===== src/rtl/dma_sched_pkg.sv =====
// Shared types and default widths for the DMA read scheduler.
package dma_sched_pkg;
  localparam int ADDR_W = 32;
  localparam int LEN_W  = 26;
  localparam int CNT_W  = 16;
  localparam logic [1:0] ALIGN_MASK = 2'b11;

  typedef enum logic [2:0] {IDLE, CHECK, ISSUE, WAIT_DONE, FINISH} state_t;
endpackage


===== src/rtl/dma_read_scheduler.sv =====
// Splits one read job into chunked DMA read commands, one outstanding at a time.
//
// state     | meaning
// IDLE      | waiting for job_start, job parameters latched on accept
// CHECK     | validating alignment, zero sizes and address range
// ISSUE     | command pending, held off while the DMA is busy
// WAIT_DONE | command in flight, waiting for dma_irq
// FINISH    | job_done (and job_err) pulse cycle
module dma_read_scheduler #(
  parameter int ADDR_W = dma_sched_pkg::ADDR_W,
  parameter int LEN_W  = dma_sched_pkg::LEN_W,
  parameter int CNT_W  = dma_sched_pkg::CNT_W
) (
  input  logic              CLK,
  input  logic              RST,
  input  logic              job_start,
  input  logic [ADDR_W-1:0] job_base,
  input  logic [31:0]       job_total,
  input  logic [LEN_W-1:0]  job_chunk,
  input  logic              job_abort,
  output logic              job_busy,
  output logic              job_done,
  output logic              job_err,
  input  logic              dma_idle,
  input  logic              dma_irq,
  output logic              dma_read_valid,
  output logic [ADDR_W-1:0] dma_sa_config,
  output logic [LEN_W-1:0]  dma_length_config,
  output logic [CNT_W-1:0]  chunk_count
);
  import dma_sched_pkg::*;

  state_t              state, state_n;
  logic [ADDR_W-1:0]   addr_r, addr_n;
  logic [31:0]         rem_r, rem_n;
  logic [LEN_W-1:0]    chunk_r, chunk_n;
  logic [CNT_W-1:0]    cnt_n;
  logic                abort_r, abort_n, abort_eff;
  logic                issue, err_n, bad;
  logic [ADDR_W:0]     sum_w;
  logic [31:0]         min32;
  logic [LEN_W-1:0]    len_sel;

  assign abort_eff = abort_r | job_abort;
  assign sum_w     = (ADDR_W+1)'(addr_r) + (ADDR_W+1)'(rem_r);
  assign bad = (chunk_r == '0) || (rem_r == '0)
            || ((addr_r[1:0] & ALIGN_MASK) != 2'b00)
            || ((rem_r[1:0] & ALIGN_MASK) != 2'b00)
            || ((chunk_r[1:0] & ALIGN_MASK) != 2'b00)
            || (sum_w[ADDR_W] && (sum_w[ADDR_W-1:0] != '0));

  // Issuing is decided one edge early so the registered strobe lands in the
  // cycle right after CHECK passes or right after the previous dma_irq.
  always_comb begin
    state_n = state;
    addr_n  = addr_r;
    rem_n   = rem_r;
    chunk_n = chunk_r;
    cnt_n   = chunk_count;
    abort_n = abort_r;
    issue   = 1'b0;
    err_n   = 1'b0;
    case (state)
      IDLE: begin
        abort_n = 1'b0;
        if (job_start) begin
          addr_n  = job_base;
          rem_n   = job_total;
          chunk_n = job_chunk;
          cnt_n   = '0;
          state_n = CHECK;
        end
      end
      CHECK: begin
        abort_n = abort_eff;
        if (bad || abort_eff) begin
          state_n = FINISH;
          err_n   = 1'b1;
        end else if (dma_idle) begin
          issue   = 1'b1;
          state_n = WAIT_DONE;
        end else begin
          state_n = ISSUE;
        end
      end
      ISSUE: begin
        abort_n = abort_eff;
        if (abort_eff) begin
          state_n = FINISH;
          err_n   = 1'b1;
        end else if (dma_idle) begin
          issue   = 1'b1;
          state_n = WAIT_DONE;
        end
      end
      WAIT_DONE: begin
        abort_n = abort_eff;
        if (dma_irq) begin
          addr_n = addr_r + ADDR_W'(dma_length_config);
          rem_n  = rem_r - 32'(dma_length_config);
          if (chunk_count != '1) cnt_n = chunk_count + CNT_W'(1);
          if (rem_n == '0) begin
            state_n = FINISH;
          end else if (abort_eff) begin
            state_n = FINISH;
            err_n   = 1'b1;
          end else if (dma_idle) begin
            issue   = 1'b1;
            state_n = WAIT_DONE;
          end else begin
            state_n = ISSUE;
          end
        end
      end
      FINISH:  state_n = IDLE;
      default: state_n = IDLE;
    endcase
    min32   = (32'(chunk_r) < rem_n) ? 32'(chunk_r) : rem_n;
    len_sel = LEN_W'(min32);
  end

  always_ff @(posedge CLK) begin
    if (!RST) begin
      state             <= IDLE;
      addr_r            <= '0;
      rem_r             <= '0;
      chunk_r           <= '0;
      abort_r           <= 1'b0;
      chunk_count       <= '0;
      dma_read_valid    <= 1'b0;
      dma_sa_config     <= '0;
      dma_length_config <= '0;
      job_busy          <= 1'b0;
      job_done          <= 1'b0;
      job_err           <= 1'b0;
    end else begin
      state          <= state_n;
      addr_r         <= addr_n;
      rem_r          <= rem_n;
      chunk_r        <= chunk_n;
      abort_r        <= abort_n;
      chunk_count    <= cnt_n;
      dma_read_valid <= issue;
      if (issue) begin
        dma_sa_config     <= addr_n;
        dma_length_config <= len_sel;
      end
      job_busy <= (state_n != IDLE);
      job_done <= (state_n == FINISH);
      job_err  <= (state_n == FINISH) && err_n;
    end
  end
endmodule


===== config.mk =====
export PLATFORM = sky130hd
export DESIGN_NAME = dma_read_scheduler
export DESIGN_NICKNAME = d
export VERILOG_FILES = /design/src/rtl/dma_sched_pkg.sv /design/src/rtl/dma_read_scheduler.sv
export SDC_FILE = /design/constraint.sdc
export NUM_CORES = 1
export LEC_CHECK = 0
export BUFFER_PORTS_ARGS = -buffer_cell sky130_fd_sc_hd__buf_2
export CAP_MARGIN = 10
export CORE_MARGIN = 2
export CORE_UTILIZATION = 54
export DETAILED_ROUTE_END_ITERATION = 8
export PLACE_DENSITY = 0.78
export SYNTH_ARGS = -nofsm -noshare
export SYNTH_HDL_FRONTEND = slang
export SYNTH_SLANG_ARGS = --single-unit

===== constraint.sdc =====
create_clock -name CLK -period 4.7 [get_ports CLK]
set_input_delay 0.94 -clock CLK [delete_from_list [all_inputs] [get_ports CLK]]
set_output_delay 0.94 -clock CLK [all_outputs]
set_load 0.05 [all_outputs]

[Yosys cells after proc, flatten, opt, wreduce, memory -nomap -nowiden]
Cells that the tools add are included.
Storage, ports and cells
  bits in registers: 172
  bits of input ports: 96
  output and inout bits: 78
  word-level logic and storage cells: 80
Operators by class
  $add $sub $neg: 4
  magnitude comparators: 1
  equality and inequality tests: 8
  muxes and demuxes: 32
  bitwise operators: 1
  reduce and logical (&&, ||, !) cells: 22
Operators with widths (count)
  32-bit two-way mux: 4
  32-bit one-hot mux with 2 select lines: 2
  32-bit zero test: 2
  16-bit two-way mux: 3
  32-bit by 32-bit adder with 33-bit output: 1
  32-bit by 26-bit adder with 32-bit output: 1
  26-bit by 32-bit less-than comparator with 1-bit output: 1
  16-bit one-hot mux with 2 select lines: 1
  32-bit nonzero test: 1
  32-bit by 26-bit subtractor with 32-bit output: 1
  26-bit zero test: 1
  26-bit two-way mux: 1
  3-bit two-way mux: 7
  16-bit by 1-bit adder with 16-bit output, second input constant: 1
  16-bit != test, second input constant: 1
  3-bit one-hot mux with 4 select lines: 1
  1-bit two-way mux: 10
  2-bit nonzero test: 5
  3-bit by 2-bit equality test with 1-bit output, second input constant: 2
  1-bit logical OR: 6
  2-bit != test, second input constant: 3
  1-bit one-hot mux with 3 select lines: 2
  4-bit AND reduction: 1
  3-bit by 1-bit equality test with 1-bit output, second input constant: 1
  8 further kinds: 9

[Logic depth before layout (Yosys ltp)]
Gate-level depths: netlist of the first run.
  word-level depth: 11
  gate-level depth with buffers: 25
  gate-level depth less buffers: 23

[Worst setup path before layout of the first run]
No wires, ideal clock.
  path kind: flip-flop to flip-flop
  from: reg dma_length_config[1]
  to: reg dma_length_config[19]
  library setup time: 0.123 ns
  arrival time: 4.973 ns
  data required time: 4.577 ns
  slack: -0.396 ns
  cell stages (with the launch flop): 23
  path buffers: 1
  period minus slack after synthesis: 5.096 ns
  path through: dfxtp_1 inv_1 ha_1 nand2b_1 a21oi_2 o31ai_4 a2111oi_0 o21a_1 nor3_1 a221oi_1 ha_1 a21o_1 a211oi_1 o21bai_1 a211oi_1 o31ai_1 a221oi_1 a211oi_1 nand4_1 clkbuf_1 nor3_1 o221ai_1 o21ai_1
Between the ends
  longest elaborated chain between the ends: 5
  elaborated cells between the ends (all ways): 9
  those cells by class: 1 x add/sub; 1 x order compare; 6 x mux; 1 x reduce/logical
RTL lines
  start: declaration: line dma_read_scheduler.sv:28  | output logic [LEN_W-1:0] dma_length_config,
  start signal: assignment: line dma_read_scheduler.sv:146  | dma_length_config <= len_sel;
  32-bit by 26-bit subtractor with 32-bit output (*): line dma_read_scheduler.sv:100  | rem_n = rem_r - 32'(dma_length_config);
  32-bit two-way mux / 32-bit zero test (equally long branches): line dma_read_scheduler.sv:98, dma_read_scheduler.sv:102
  32-bit one-hot mux with 2 select lines / 1-bit two-way mux (equally long branches): line dma_read_scheduler.sv:63, dma_read_scheduler.sv:102
  26-bit by 32-bit less-than comparator with 1-bit output / 1-bit two-way mux (equally long branches): line dma_read_scheduler.sv:118, dma_read_scheduler.sv:98
  26-bit two-way mux / 1-bit one-hot mux with 3 select lines (equally long branches): line dma_read_scheduler.sv:118, dma_read_scheduler.sv:63
Every way passes the cells marked *; elsewhere a longest branch is shown, timed or not.
A chain may end at the register's enable or synchronous reset.

[Final worst setup path of the first run]
  from: reg dma_length_config[14]
  to: reg dma_length_config[13]
The elaborated chain is that of the path after synthesis.

==> results of run 1 <==
==> path summary, 6_finish.rpt <==
kind                                       startpoint                     to  slack, ns  cells after the start
worst min-delay path                 dma_sa_config[7]       dma_sa_config[7]       0.46                      2
worst min register to register       dma_sa_config[7]       dma_sa_config[7]       0.46                      2
worst max register to register  dma_length_config[14]  dma_length_config[13]      -0.25                     20
worst max-delay path            dma_length_config[14]  dma_length_config[13]      -0.25                     20
==> cell type report <==
cell class | count | area share, %
inverter | 67 | 1.46
clock inverter | 14 | 0.717
sequential | 172 | 20.1
timing repair buffer | 333 | 12.9
multi-input combinational | 1478 | 59.9
clock buffer | 18 | 2.48
tap | 335 | 2.43
==> cell families (layout without fill, tap and decap cells) <==
| logic type | after synthesis | in the layout |
|---|---|---|
| mux | 37 | 37 |
| xor+xnor | 62 | 62 |
| fa+ha+maj | 113 | 113 |
| simple gates | 653 | 653 |
| buf+inv | 176 | 432 |
| compound gates | 613 | 613 |
| flops | 172 | 172 |
==> state kept, by name, indices dropped and copies added, names as in the netlist <==
signal,count
abort_r,1
addr_r,32
chunk_count,16
chunk_r,26
dma_length_config,26
dma_read_valid,1
dma_sa_config,32
job_busy,1
job_done,1
job_err,1
rem_r,32
state,3
==> timing repair <==
item	4_1_cts	5_1_grt
setup endpoints to repair	26	48
gates resized for setup	6	106
cloned	0	6
setup buffers	0	6
pin swaps	2	47
==> routing by layer <==
layer	GRT usage, %	up-vias	wire length, microns
met5	0	-	13
met4	20.9	2	3690
met2	57.3	1055	23600
met3	6.39	195	5910
li1	-	7295	-
met1	54.9	7636	23400
==> worst max-delay path: stages (launching register included) <==
cell and delay, ns:
sky130_fd_sc_hd__dfxtp_1 0.35, sky130_fd_sc_hd__inv_1 0.11, sky130_fd_sc_hd__ha_1 0.45, sky130_fd_sc_hd__nand2_1 0.24, sky130_fd_sc_hd__o21ai_0 0.43, sky130_fd_sc_hd__nand3b_1 0.21
sky130_fd_sc_hd__buf_4 0.14, sky130_fd_sc_hd__a31oi_1 0.10, sky130_fd_sc_hd__xnor2_1 0.36, sky130_fd_sc_hd__a21oi_1 0.23, sky130_fd_sc_hd__ha_1 0.36, sky130_fd_sc_hd__nand2_2 0.10
sky130_fd_sc_hd__o31ai_4 0.27, sky130_fd_sc_hd__a221oi_2 0.11, sky130_fd_sc_hd__a211oi_2 0.28, sky130_fd_sc_hd__nand4_1 0.17, sky130_fd_sc_hd__buf_6 0.21, sky130_fd_sc_hd__clkbuf_16 0.16
sky130_fd_sc_hd__nor3_1 0.26, sky130_fd_sc_hd__o221ai_1 0.22, sky130_fd_sc_hd__o21ai_1 0.11
==> synth_stat cells, types with 36 or more instances <==
master                     count
sky130_fd_sc_hd__dfxtp_1     172
sky130_fd_sc_hd__nand2_1     187
sky130_fd_sc_hd__ha_1        110
sky130_fd_sc_hd__o21ai_0      91
sky130_fd_sc_hd__and2_1       39
sky130_fd_sc_hd__nor2_1      122
sky130_fd_sc_hd__nor3_1       67
sky130_fd_sc_hd__clkbuf_1     70
sky130_fd_sc_hd__nor2b_1      45
sky130_fd_sc_hd__inv_1        67
sky130_fd_sc_hd__xnor2_1      36
sky130_fd_sc_hd__a21o_1       37
sky130_fd_sc_hd__a21boi_0     69
sky130_fd_sc_hd__nand3_1      41
sky130_fd_sc_hd__a21oi_1     123
==> power groups by stage <==
| stage | combinational (W) | sequential, W | clock (W) |
|---|---|---|---|
| floorplan | 0.00116 | 0.00166 | 0 |
| global placement | 0.00180 | 0.00166 | 0 |
| detailed placement | 0.00182 | 0.00167 | 0 |
| CTS | 0.00185 | 0.00163 | 0.00137 |
| global route | 0.00220 | 0.00164 | 0.00143 |
| finish | 0.00207 | 0.00164 | 0.00137 |
==> cells in the final DEF (no fill, tap or decap), types with 21 or more instances in the layout <==
cell type	count
sky130_fd_sc_hd__o21ai_0	88
sky130_fd_sc_hd__a211oi_1	25
sky130_fd_sc_hd__clkbuf_16	21
sky130_fd_sc_hd__o221ai_1	22
sky130_fd_sc_hd__a21o_1	37
sky130_fd_sc_hd__xnor2_1	34
sky130_fd_sc_hd__a21oi_1	116
sky130_fd_sc_hd__o21ai_1	34
sky130_fd_sc_hd__xor2_1	26
sky130_fd_sc_hd__dfxtp_1	159
sky130_fd_sc_hd__nor2_1	119
sky130_fd_sc_hd__nor4_1	23
sky130_fd_sc_hd__buf_4	147
sky130_fd_sc_hd__ha_1	108
sky130_fd_sc_hd__buf_2	172
sky130_fd_sc_hd__a21boi_0	46
sky130_fd_sc_hd__nor2b_1	45
sky130_fd_sc_hd__inv_1	65
sky130_fd_sc_hd__nand2_1	186
sky130_fd_sc_hd__nand3_1	41
sky130_fd_sc_hd__nand4_1	32
sky130_fd_sc_hd__and2_1	39
sky130_fd_sc_hd__nor3_1	53
==> per-stage QoR <==
| stage | hold WS [ns] | area, sq um | util [%] | cells | worst slack [ns] |
|---|---|---|---|---|---|
| 5_1_grt | 0.498 | 17300 | 66.9 | 2417 | -0.342 |
| 4_1_cts | 0.466 | 16700 | 64.7 | 2405 | 0.00411 |
| 2_1_floorplan | 0.467 | 14100 | - | 1826 | 0.0782 |
| 3_3_place_gp | 0.446 | 16100 | 62.5 | 2373 | -0.0328 |
| 6_report | 0.464 | 17300 | 66.9 | 2417 | -0.251 |
| 3_5_place_dp | 0.455 | 16100 | 62.5 | 2373 | -0.139 |
==> results.txt, run 1 <==
----------------------------------------------------
[Power]
  Power density over the cells ... 295 nW/um^2
  Proportion of total power due to net switching ... 40.0%
  Part of the power in combinational logic ... 40.7%
  Sequential cell fraction of total power ... 32.3%
  Net switching power ... 0.00204 W
  Leak Pwr ... 7.50 nW
  Worst IR drop on VDD ... 0.000253 V
  Clock network fraction of total power ... 27.0%
  Total power consumption of the routed design ... 0.00509 W
  Power Internal ... 0.00305 W

[CTS]
  Sink count of the clock tree ... 172
  CTS tree ... built
  Worst-path clk slew ... 0.07 ns
  Clock Latency Late Sink ... 0.44 ns
  Number of buffers added to fix hold violations after cts ... 0
  Number of H-tree levels ... 4
  CTS buffer count ... 17
  Clock Tree Buf Depth ... 2
  Library cell used as clock root buffer ... sky130_fd_sc_hd__clkbuf_16

[Synth]
  Share of the synthesized area in the top cell type ... 24.4%
  Area of the mapped netlist ... 14100 sq um
  Simple-gate share of the synthesized area ... 23.2%
  Share of the synthesized area in compound gates (AO/OA/AOI/OAI) ... 30.0%
  Number of synthesis warnings ... 0
  Number of synthesized flops with an enable pin ... 0
  Dominant combinational cell family by area after synthesis ... compound AO/OA/AOI/OAI gates
  Post-Syn Instances ... 1826
  Top cell type by total area after synthesis ... sky130_fd_sc_hd__dfxtp_1
  Adder-Cell Fraction of Synth Area ... 10.2%
  Async set-reset flop share out of synthesis ... 0%
  Main flop type after synthesis ... sky130_fd_sc_hd__dfxtp_1
  Sequential element share of the synthesized area ... 24.4%
  Mux cell area share after synthesis ... 2.98%
  Post-Synthesis Mean Instance Area ... 7.72 sq um
  Distinct cell type count of the synthesized netlist ... 92
  Dominant cells by area after synthesis ... sky130_fd_sc_hd__dfxtp_1, sky130_fd_sc_hd__ha_1, sky130_fd_sc_hd__nand2_1
  Number of nets produced by synthesis ... 2035
  Seq cells post-synth ... 172
  Synth Area in XOR/XNOR ... 3.85%

[Critical path]
  CP max FO ... 7
  Worst endpoint data arrival time ... 5.32 ns
  Startpoint-to-endpoint class of the critical path ... reg -> reg
  Endpoint class of the critical path ... register
  Startpoint types ... register
  Data required, critical path ... 5.06 ns

[Global routing]
  Wire length of the first global-routing pass ... 81600 microns
  Largest net degree at the start of global routing ... 83
  Number of antenna violations at the first check in global routing ... 1
  Number of global-route vias before repair ... 14300
  All-Layer GR Usage ... 39.2%
  Overflow left after global routing ... 0

[Timing]
  Final Hold Fails ... 0
  Minimum period implied by the final worst setup slack ... 4.95 ns
  Part of the cycle the worst path needs ... 105%
  Number of pins with negative max-slew slack in the final report ... 0
  F_max ... 202 MHz
  Setup repair after global routing missed its margin ... yes
  Headroom to the max-slew limit ... 44.1%
  Setup slack of the critical path after layout ... -0.251 ns
  Skew final ... 0.0134 ns
  Slew at the pin closest to its max-slew limit ... 0.838 ns
  Final-report setup violation count ... 25
  Total negative slack for setup checks ... -1.23 ns

[Floorplan]
  Initial standard-cell utilization of the core ... 54.6%
  DIE AREA ... 27400 sq um
  Number of ports placed on the die boundary ... 174
  Horizontal die dimension ... 166 microns
  Core Region ... 25800 sq um
  Die Y ... 166 microns
  FP Rows ... 59

[Finish]
  Ratio of cells with drive above 1 in the final layout ... 24.0%
  FILL cells ... 2191
  Diodes inserted ... 0
  Area taken by multi-input logic gates ... 10400 sq um
  Area growth from synthesis to layout ... 22.6%
  Register area ... 3470 sq um
  Nets@finish ... 2278

[Detailed routing]
  Via Count ... 16200
  Routed wire length per instance ... 23.4 microns
  TritonRoute pass-1 iters ... 5
  Number of vias per cell after detailed routing ... 6.70
  Detailed Route Iter0 Violations ... 2111
  # DRC ... 0
  Post-route antenna net violation count ... 0
  Total length of routed wires ... 56600 microns

[Place]
  I/O Buffers ... 173
  GPL Wtd Cong ... 1.07
  HPWL Detailed ... 43700 microns

[Status]
  Violated checks ... setup timing
  Result of the run ... finished, violations left

[Worst hold path]
  Classification of the worst-slack hold path ... reg -> reg

[Run]
  # Max-Cap Violations ... 0

----------------------------------------------------
Power figures use the tool's default switching activity.
==> run 2: changes to the inputs <==
CELL_PAD_IN_SITES_DETAIL_PLACEMENT = 1   (was not set)
CELL_PAD_IN_SITES_GLOBAL_PLACEMENT = 1   (was not set)
CORE_UTILIZATION = 40   (was 54)
PLACE_DENSITY = not set   (was 0.78)
PLACE_DENSITY_LB_ADDON = 0.1   (was not set)
==> run 2 against run 1 <==
Compared with the run above:
- the flow still finishes with violations (setup timing)
- clock skew grew 0.0011 ns
- worst setup slack gained 0.087 ns
- routed wire length up 16%
- via count decreased by 0.96%
- die area is 34% higher
- cell count rose by 7.0%
- count of clock-buffer cells in the layout rose by 1
- clock power up 7%
- largest cell class unchanged
==> results.txt, run 2 (synthesis gave the netlist of run 1 again) <==
----------------------------------------------------
[Status]
  Result of the run ... finished, violations left
  Violated checks ... setup timing

[Global routing]
  Largest net degree at the start of global routing ... 77 (-7.2%)
  Overflow left after global routing ... 0 (unchanged)
  All-Layer GR Usage ... 34.9% (-4.3 points)
  Number of global-route vias before repair ... 15800 (+11%)
  Wire length of the first global-routing pass ... 96500 microns (+18%)
  Number of antenna violations at the first check in global routing ... 0 (-1)

[Timing]
  Minimum period implied by the final worst setup slack ... 4.86 ns (-0.0869 ns)
  Skew final ... 0.0145 ns (+0.00114 ns)
  Headroom to the max-slew limit ... 43.6% (-0.50 points)
  Number of pins with negative max-slew slack in the final report ... 0 (unchanged)
  Final-report setup violation count ... 26 (+4.0%)
  F_max ... 206 MHz (+1.8%)
  Setup slack of the critical path after layout ... -0.164 ns (+0.0869 ns)
  Setup repair after global routing missed its margin ... yes
  Slew at the pin closest to its max-slew limit ... 0.846 ns (+0.00757 ns)
  Final Hold Fails ... 0 (unchanged)
  Part of the cycle the worst path needs ... 103% (-1.8 points)

[Detailed routing]
  # DRC ... 0 (unchanged)
  Total length of routed wires ... 65600 microns (+16%)
  Post-route antenna net violation count ... 0 (unchanged)
  TritonRoute pass-1 iters ... 5 (unchanged)
  Number of vias per cell after detailed routing ... 6.20 (-7.4%)
  Routed wire length per instance ... 25.4 microns (+8.3%)
  Detailed Route Iter0 Violations ... 1274 (-40%)
  Via Count ... 16000 (-0.96%)

[Floorplan]
  Number of ports placed on the die boundary ... 174 (unchanged)
  Horizontal die dimension ... 192 microns (+16%)
  Initial standard-cell utilization of the core ... 40.7% (-14 points)
  Core Region ... 34600 sq um (+34%)
  DIE AREA ... 36800 sq um (+34%)
  Die Y ... 192 microns (+16%)
  FP Rows ... 68 (+15%)

[CTS]
  Number of buffers added to fix hold violations after cts ... 0 (unchanged)
  Worst-path clk slew ... 0.07 ns (about the same)
  CTS buffer count ... 17 (unchanged)
  Library cell used as clock root buffer ... sky130_fd_sc_hd__clkbuf_16
  Clock Latency Late Sink ... 0.46 ns (+0.02 ns)
  CTS tree ... built
  Number of H-tree levels ... 4 (unchanged)
  Sink count of the clock tree ... 172 (unchanged)
  Clock Tree Buf Depth ... 2 (unchanged)

[Finish]
  Nets@finish ... 2327 (+2.2%)
  Non-Filler Instances ... 2586 (+7.0%)
  Area growth from synthesis to layout ... 26.4%
  Most common library cell in the layout ignoring fill and taps ... sky130_fd_sc_hd__buf_4
  Registers with the most flip-flops ... addr_r (32), dma_sa_config (32), rem_r (32)
  FILL cells ... 4297 (+96%)
  Diodes inserted ... 0 (unchanged)
  Fin area ... 17800 sq um (+3.1%)
  Ratio of cells with drive above 1 in the final layout ... 25.7% (+1.7 points)
  Most frequent cells in the layout ... sky130_fd_sc_hd__buf_4, sky130_fd_sc_hd__nand2_1, sky130_fd_sc_hd__buf_2, sky130_fd_sc_hd__dfxtp_1, sky130_fd_sc_hd__nor2_1

[Critical path]
  Endpoint class of the critical path ... register
  Crit-path slowest cell ... sky130_fd_sc_hd__fa_2
  CP max FO ... 6 (-1)
  Data required, critical path ... 5.04 ns (-0.02 ns)
  Worst endpoint data arrival time ... 5.20 ns (-0.12 ns)
  Startpoint-to-endpoint class of the critical path ... reg -> reg
  Cell chain of the critical path ... inv_2 -> ha_4 -> inv_2 -> fa_2 -> a211oi_4 -> buf_4 -> o21ai_2 -> buf_4 -> a22oi_2 -> and3_1 -> o21ai_0 -> and3_1 -> ha_1 -> a211oi_2 -> o21bai_1 -> a211oi_1 -> o31ai_1 -> a221oi_2 -> a211oi_2 -> and4_4 -> clkbuf_16 -> a21boi_0 -> o221ai_1 -> o21ai_1
  Startpoint types ... register
  Biggest cell delay along the critical path ... 0.43 ns (-0.02 ns)
  Gate family responsible for the most delay along the worst path ... compound AO/OA/AOI/OAI gates
  Buffers plus inverters on the worst setup path ... 5 (+1)

[Place]
  I/O Buffers ... 173 (unchanged)
  Placed Cells incl. Taps ... 2538 (+7.0%)
  Minimum setup slack after placement ... -0.248 ns (-0.109 ns)
  HPWL Detailed ... 51200 microns (+17%)
  GPL Wtd Cong ... 0.952 (-11%)
  Instance area after placement ... 16700 sq um (+3.2%)

[Power]
  Leak Pwr ... 7.73 nW (+3.1%)
  Power density over the cells ... 298 nW/um^2 (+1.0%)
  Total power consumption of the routed design ... 0.00531 W (+4.2%)
  Worst IR drop on VDD ... 0.000255 V (+0.74%)

[Run]
  # Max-Cap Violations ... 0 (unchanged)

[Worst hold path]
  Classification of the worst-slack hold path ... reg -> reg

----------------------------------------------------
run 2: changes by cell type in the layout (fill, tap and decap cells not counted), moves of 3 or more:
| cell | before | now |
|---|---|---|
| sky130_fd_sc_hd__a21boi_2 | 16 | 6 |
| sky130_fd_sc_hd__o21ai_1 | 34 | 37 |
| sky130_fd_sc_hd__buf_4 | 147 | 196 |
| sky130_fd_sc_hd__ha_4 | 1 | 4 |
| sky130_fd_sc_hd__a21boi_1 | 7 | 15 |
| sky130_fd_sc_hd__ha_1 | 108 | 105 |
| sky130_fd_sc_hd__o21ai_0 | 88 | 85 |
| sky130_fd_sc_hd__inv_6 | 6 | 2 |
| sky130_fd_sc_hd__nor3_2 | 12 | 17 |
| sky130_fd_sc_hd__nor3_1 | 53 | 49 |
run 2: layout make-up:
class	instances	area (sq um)	share of cell area, %
multi-input combinational	1478	10300	58.0
sequential	172	3470	19.5
timing repair buffer	382	2600	14.6
tap	455	569	3.19
clock buffer	19	453	2.54
inverter	67	251	1.41
clock inverter	13	131	0.737
run 2: layer usage:
layer / up-vias / routed length, microns / GRT usage, %
li1: 7378 / - / -
met1: 7952 / 29600 / 48.7
met2: 595 / 29700 / 55.3
met3: 103 / 4140 / 4.73
met4: 0 / 2200 / 11.1
met5: - / 0 / 0
run 2: worst register-to-register path, delay by kind of cell, from the launching register on:
kind            cells  cell delay (ns)
compound gates     13             2.08
simple gates        3             0.79
fa+ha+maj           3             0.90
buf+inv             5             0.65
flops               1             0.33
run 2: what timing repair did:
item	CTS	global route
gates cloned	0	4
endpoints found under the hold margin	0	0
resized for setup	12	94
pin swaps	5	34
setup endpoints to repair	26	27
setup buffers	2	10
run 2: final timing paths:
path,startpoint,to,slack (ns),depth (start not counted)
max reg2reg,rem_r[0],dma_length_config[4],-0.16,24
max,rem_r[0],dma_length_config[4],-0.16,24
min reg2reg,dma_sa_config[13],dma_sa_config[13],0.47,2
min,dma_sa_config[13],dma_sa_config[13],0.47,2
run 2: power by group:
part           internal [W]  total, W  switching, W
Clock              0.000771   0.00146      0.000692
Combinational      0.000878   0.00219       0.00131
Sequential          0.00153   0.00165      0.000120
Total               0.00318   0.00531       0.00213
run 2: metrics by stage:
stage          util, %  setup TNS (ns)  hold slack (ns)
3_5_place_dp      48.1           -4.98            0.456
5_1_grt           51.5           -8.34            0.500
4_1_cts           50.1               0            0.471
2_1_floorplan        -               0            0.467
3_3_place_gp      48.1           -1.76            0.446
6_report          51.5           -2.93            0.466
==> run 3: changes to the inputs <==
REMOVE_ABC_BUFFERS = 1   (was not set)
==> run 3 against run 2 <==
Compared with the run above:
- the run still ends with setup timing left
- count of clock-buffer cells in the layout is the same
- register-to-register slack better by 0.15 ns
- non-clock buffer count down 3
- largest cell class unchanged
- largest power group unchanged
==> results.txt, run 3 (synthesis gave the netlist of run 1 again) <==
----------------------------------------------------
[Floorplan]
  Die Y ... 192 microns (unchanged)
  Initial standard-cell utilization of the core ... 40.7% (unchanged)
  Core Region ... 34600 sq um (unchanged)
  FP Rows ... 68 (unchanged)
  DIE AREA ... 36800 sq um (unchanged)
  Number of ports placed on the die boundary ... 174 (unchanged)
  Horizontal die dimension ... 192 microns (unchanged)

[Global routing]
  Overflow left after global routing ... 0 (unchanged)
  Wire length of the first global-routing pass ... 92500 microns (-4.2%)
  All-Layer GR Usage ... 33.2% (-1.6 points)
  Largest net degree at the start of global routing ... 96 (+25%)
  Number of antenna violations at the first check in global routing ... 1 (+1)
  Number of global-route vias before repair ... 15600 (-1.5%)

[CTS]
  Number of buffers added to fix hold violations after cts ... 0 (unchanged)
  Worst-path clk slew ... 0.08 ns (about the same)
  Clock Latency Late Sink ... 0.47 ns (about the same)
  CTS tree ... built
  CTS buffer count ... 17 (unchanged)
  Clock Tree Buf Depth ... 2 (unchanged)
  Library cell used as clock root buffer ... sky130_fd_sc_hd__clkbuf_16
  Number of H-tree levels ... 4 (unchanged)
  Sink count of the clock tree ... 172 (unchanged)

[Place]
  HPWL Detailed ... 49300 microns (-3.7%)
  I/O Buffers ... 173 (unchanged)
  GPL Wtd Cong ... 0.976 (+2.5%)
  Minimum setup slack after placement ... -0.174 ns (+0.0738 ns)

[Timing]
  Number of pins with negative max-slew slack in the final report ... 0 (unchanged)
  F_max ... 212 MHz (+3.2%)
  Setup repair after global routing missed its margin ... yes
  Final-report setup violation count ... 1 (-96%)
  Slew at the pin closest to its max-slew limit ... 0.754 ns (-0.0921 ns)
  Skew final ... 0.0187 ns (+0.00424 ns)
  Final Hold Fails ... 0 (unchanged)
  Post-Route Hold Slack ... 0.466 ns (+0.0000810 ns)
  Part of the cycle the worst path needs ... 100% (-3.3 points)
  Headroom to the max-slew limit ... 49.2% (+5.6 points)
  Minimum period implied by the final worst setup slack ... 4.71 ns (-0.153 ns)
  Setup slack of the critical path after layout ... -0.0112 ns (+0.153 ns)

[Critical path]
  Endpoint class of the critical path ... register
  CP max FO ... 6 (unchanged)
  Startpoint-to-endpoint class of the critical path ... reg -> reg
  Worst reg-to-reg setup slack ... -0.01 ns (+0.15 ns)
  Worst endpoint data arrival time ... 5.12 ns (-0.08 ns)
  Startpoint types ... register
  Data required, critical path ... 5.11 ns (+0.07 ns)

[Power]
  Power density over the cells ... 309 nW/um^2 (+4.0%)
  Total power consumption of the routed design ... 0.00552 W (+4.0%)
  Worst IR drop on VDD ... 0.000293 V (+15%)
  Leak Pwr ... 7.75 nW (+0.18%)

[Status]
  Result of the run ... finished, violations left
  Violated checks ... setup timing

[Finish]
  Ratio of cells with drive above 1 in the final layout ... 24.5% (-1.2 points)
  Area growth from synthesis to layout ... 26.4% (about the same)
  FILL cells ... 4283 (-0.33%)
  Final cell utilization of the core ... 51.5% (about the same)
  Most common library cell in the layout ignoring fill and taps ... sky130_fd_sc_hd__buf_4
  Registers with the most flip-flops ... addr_r (32), dma_sa_config (32), rem_r (32)
  Most frequent cells in the layout ... sky130_fd_sc_hd__buf_4, sky130_fd_sc_hd__nand2_1, sky130_fd_sc_hd__dfxtp_1, sky130_fd_sc_hd__buf_2, sky130_fd_sc_hd__nor2_1
  Nets@finish ... 2324 (-0.13%)

[Detailed routing]
  Detailed Route Iter0 Violations ... 1014 (-20%)
  Post-route antenna net violation count ... 0 (unchanged)
  Via Count ... 15700 (-1.8%)
  Number of vias per cell after detailed routing ... 6.09 (-1.8%)
  TritonRoute pass-1 iters ... 5 (unchanged)
  Routed wire length per instance ... 24.4 microns (-3.9%)
  # DRC ... 0 (unchanged)
  Total length of routed wires ... 63000 microns (-4.0%)

[Run]
  # Max-Cap Violations ... 0 (unchanged)

[Worst hold path]
  Classification of the worst-slack hold path ... reg -> reg

----------------------------------------------------
## run 3: cell count changes in the layout (fill, tap and decap cells not counted), sizes merged
cell	delta
clkinvlp	-1
diode	+2
clkinv	-3
clkbuf	-1
buf	-2
bufinv	+4
## run 3: critical path, stage by stage (launching register included)
cell	delay, ns
sky130_fd_sc_hd__dfxtp_1	0.33
sky130_fd_sc_hd__inv_1	0.05
sky130_fd_sc_hd__ha_1	0.15
sky130_fd_sc_hd__inv_1	0.06
sky130_fd_sc_hd__fa_2	0.37
sky130_fd_sc_hd__a211oi_4	0.28
sky130_fd_sc_hd__buf_4	0.18
sky130_fd_sc_hd__nor4_2	0.05
sky130_fd_sc_hd__nor4_2	0.15
sky130_fd_sc_hd__buf_4	0.19
sky130_fd_sc_hd__o22ai_1	0.09
sky130_fd_sc_hd__a311oi_2	0.39
sky130_fd_sc_hd__a21oi_1	0.17
sky130_fd_sc_hd__ha_1	0.33
sky130_fd_sc_hd__nand2_1	0.12
sky130_fd_sc_hd__o31ai_2	0.29
sky130_fd_sc_hd__a221oi_2	0.11
sky130_fd_sc_hd__a211oi_2	0.27
sky130_fd_sc_hd__nand4_1	0.19
sky130_fd_sc_hd__buf_6	0.20
sky130_fd_sc_hd__buf_6	0.15
sky130_fd_sc_hd__nor3_1	0.20
sky130_fd_sc_hd__o221ai_1	0.20
sky130_fd_sc_hd__o21ai_1	0.12
## run 3: what timing repair did
item                       in CTS  in global routing
hold endpoints to repair        0                  0
cloned                          0                  4
setup endpoints to repair      26                 56
gates resized for setup        28                 79
buffers inserted                1                  7
pin swaps                       4                 28
## run 3: final cells by class
cell class / count / area (sq um) / area share [%]
clock inverter: 13 / 225 / 1.26
clock buffer: 19 / 443 / 2.48
sequential: 172 / 3440 / 19.3
multi-input combinational: 1478 / 10300 / 57.8
timing repair buffer: 379 / 2580 / 14.5
tap: 455 / 569 / 3.19
inverter: 67 / 251 / 1.41
antenna: 2 / 5.00 / 0.0281
## run 3: final timing paths
check                          end  cells after the start              start
max          dma_length_config[21]                     23           rem_r[0]
min              dma_sa_config[13]                      2  dma_sa_config[13]
max reg2reg  dma_length_config[21]                     23           rem_r[0]
min reg2reg      dma_sa_config[13]                      2  dma_sa_config[13]
## run 3: power by group
part,internal [W],switching (W),total (W)
logic,0.000904,0.00131,0.00221
clock network,0.000973,0.000707,0.00168
registers,0.00153,0.0000954,0.00163
## run 3: through the flow
step | std cells | cell area, sq um | setup TNS [ns]
4_1_cts | 2572 | 17400 | 0
6_report | 2585 | 17800 | -0.0112
2_1_floorplan | 1717 | 13600 | -1232.46
3_3_place_gp | 2539 | 16600 | -0.338
3_5_place_dp | 2539 | 16600 | -3.23
5_1_grt | 2583 | 17800 | -4.55
## run 3: routing by layer
| layer | vias up | routed length (microns) | global-route usage (%) |
|---|---|---|---|
| li1 | 7377 | - | - |
| met1 | 7798 | 27600 | 44.0 |
| met2 | 471 | 28900 | 53.2 |
| met3 | 93 | 4280 | 7.13 |
| met4 | 0 | 2210 | 11.9 |
| met5 | - | 0 | 0 |
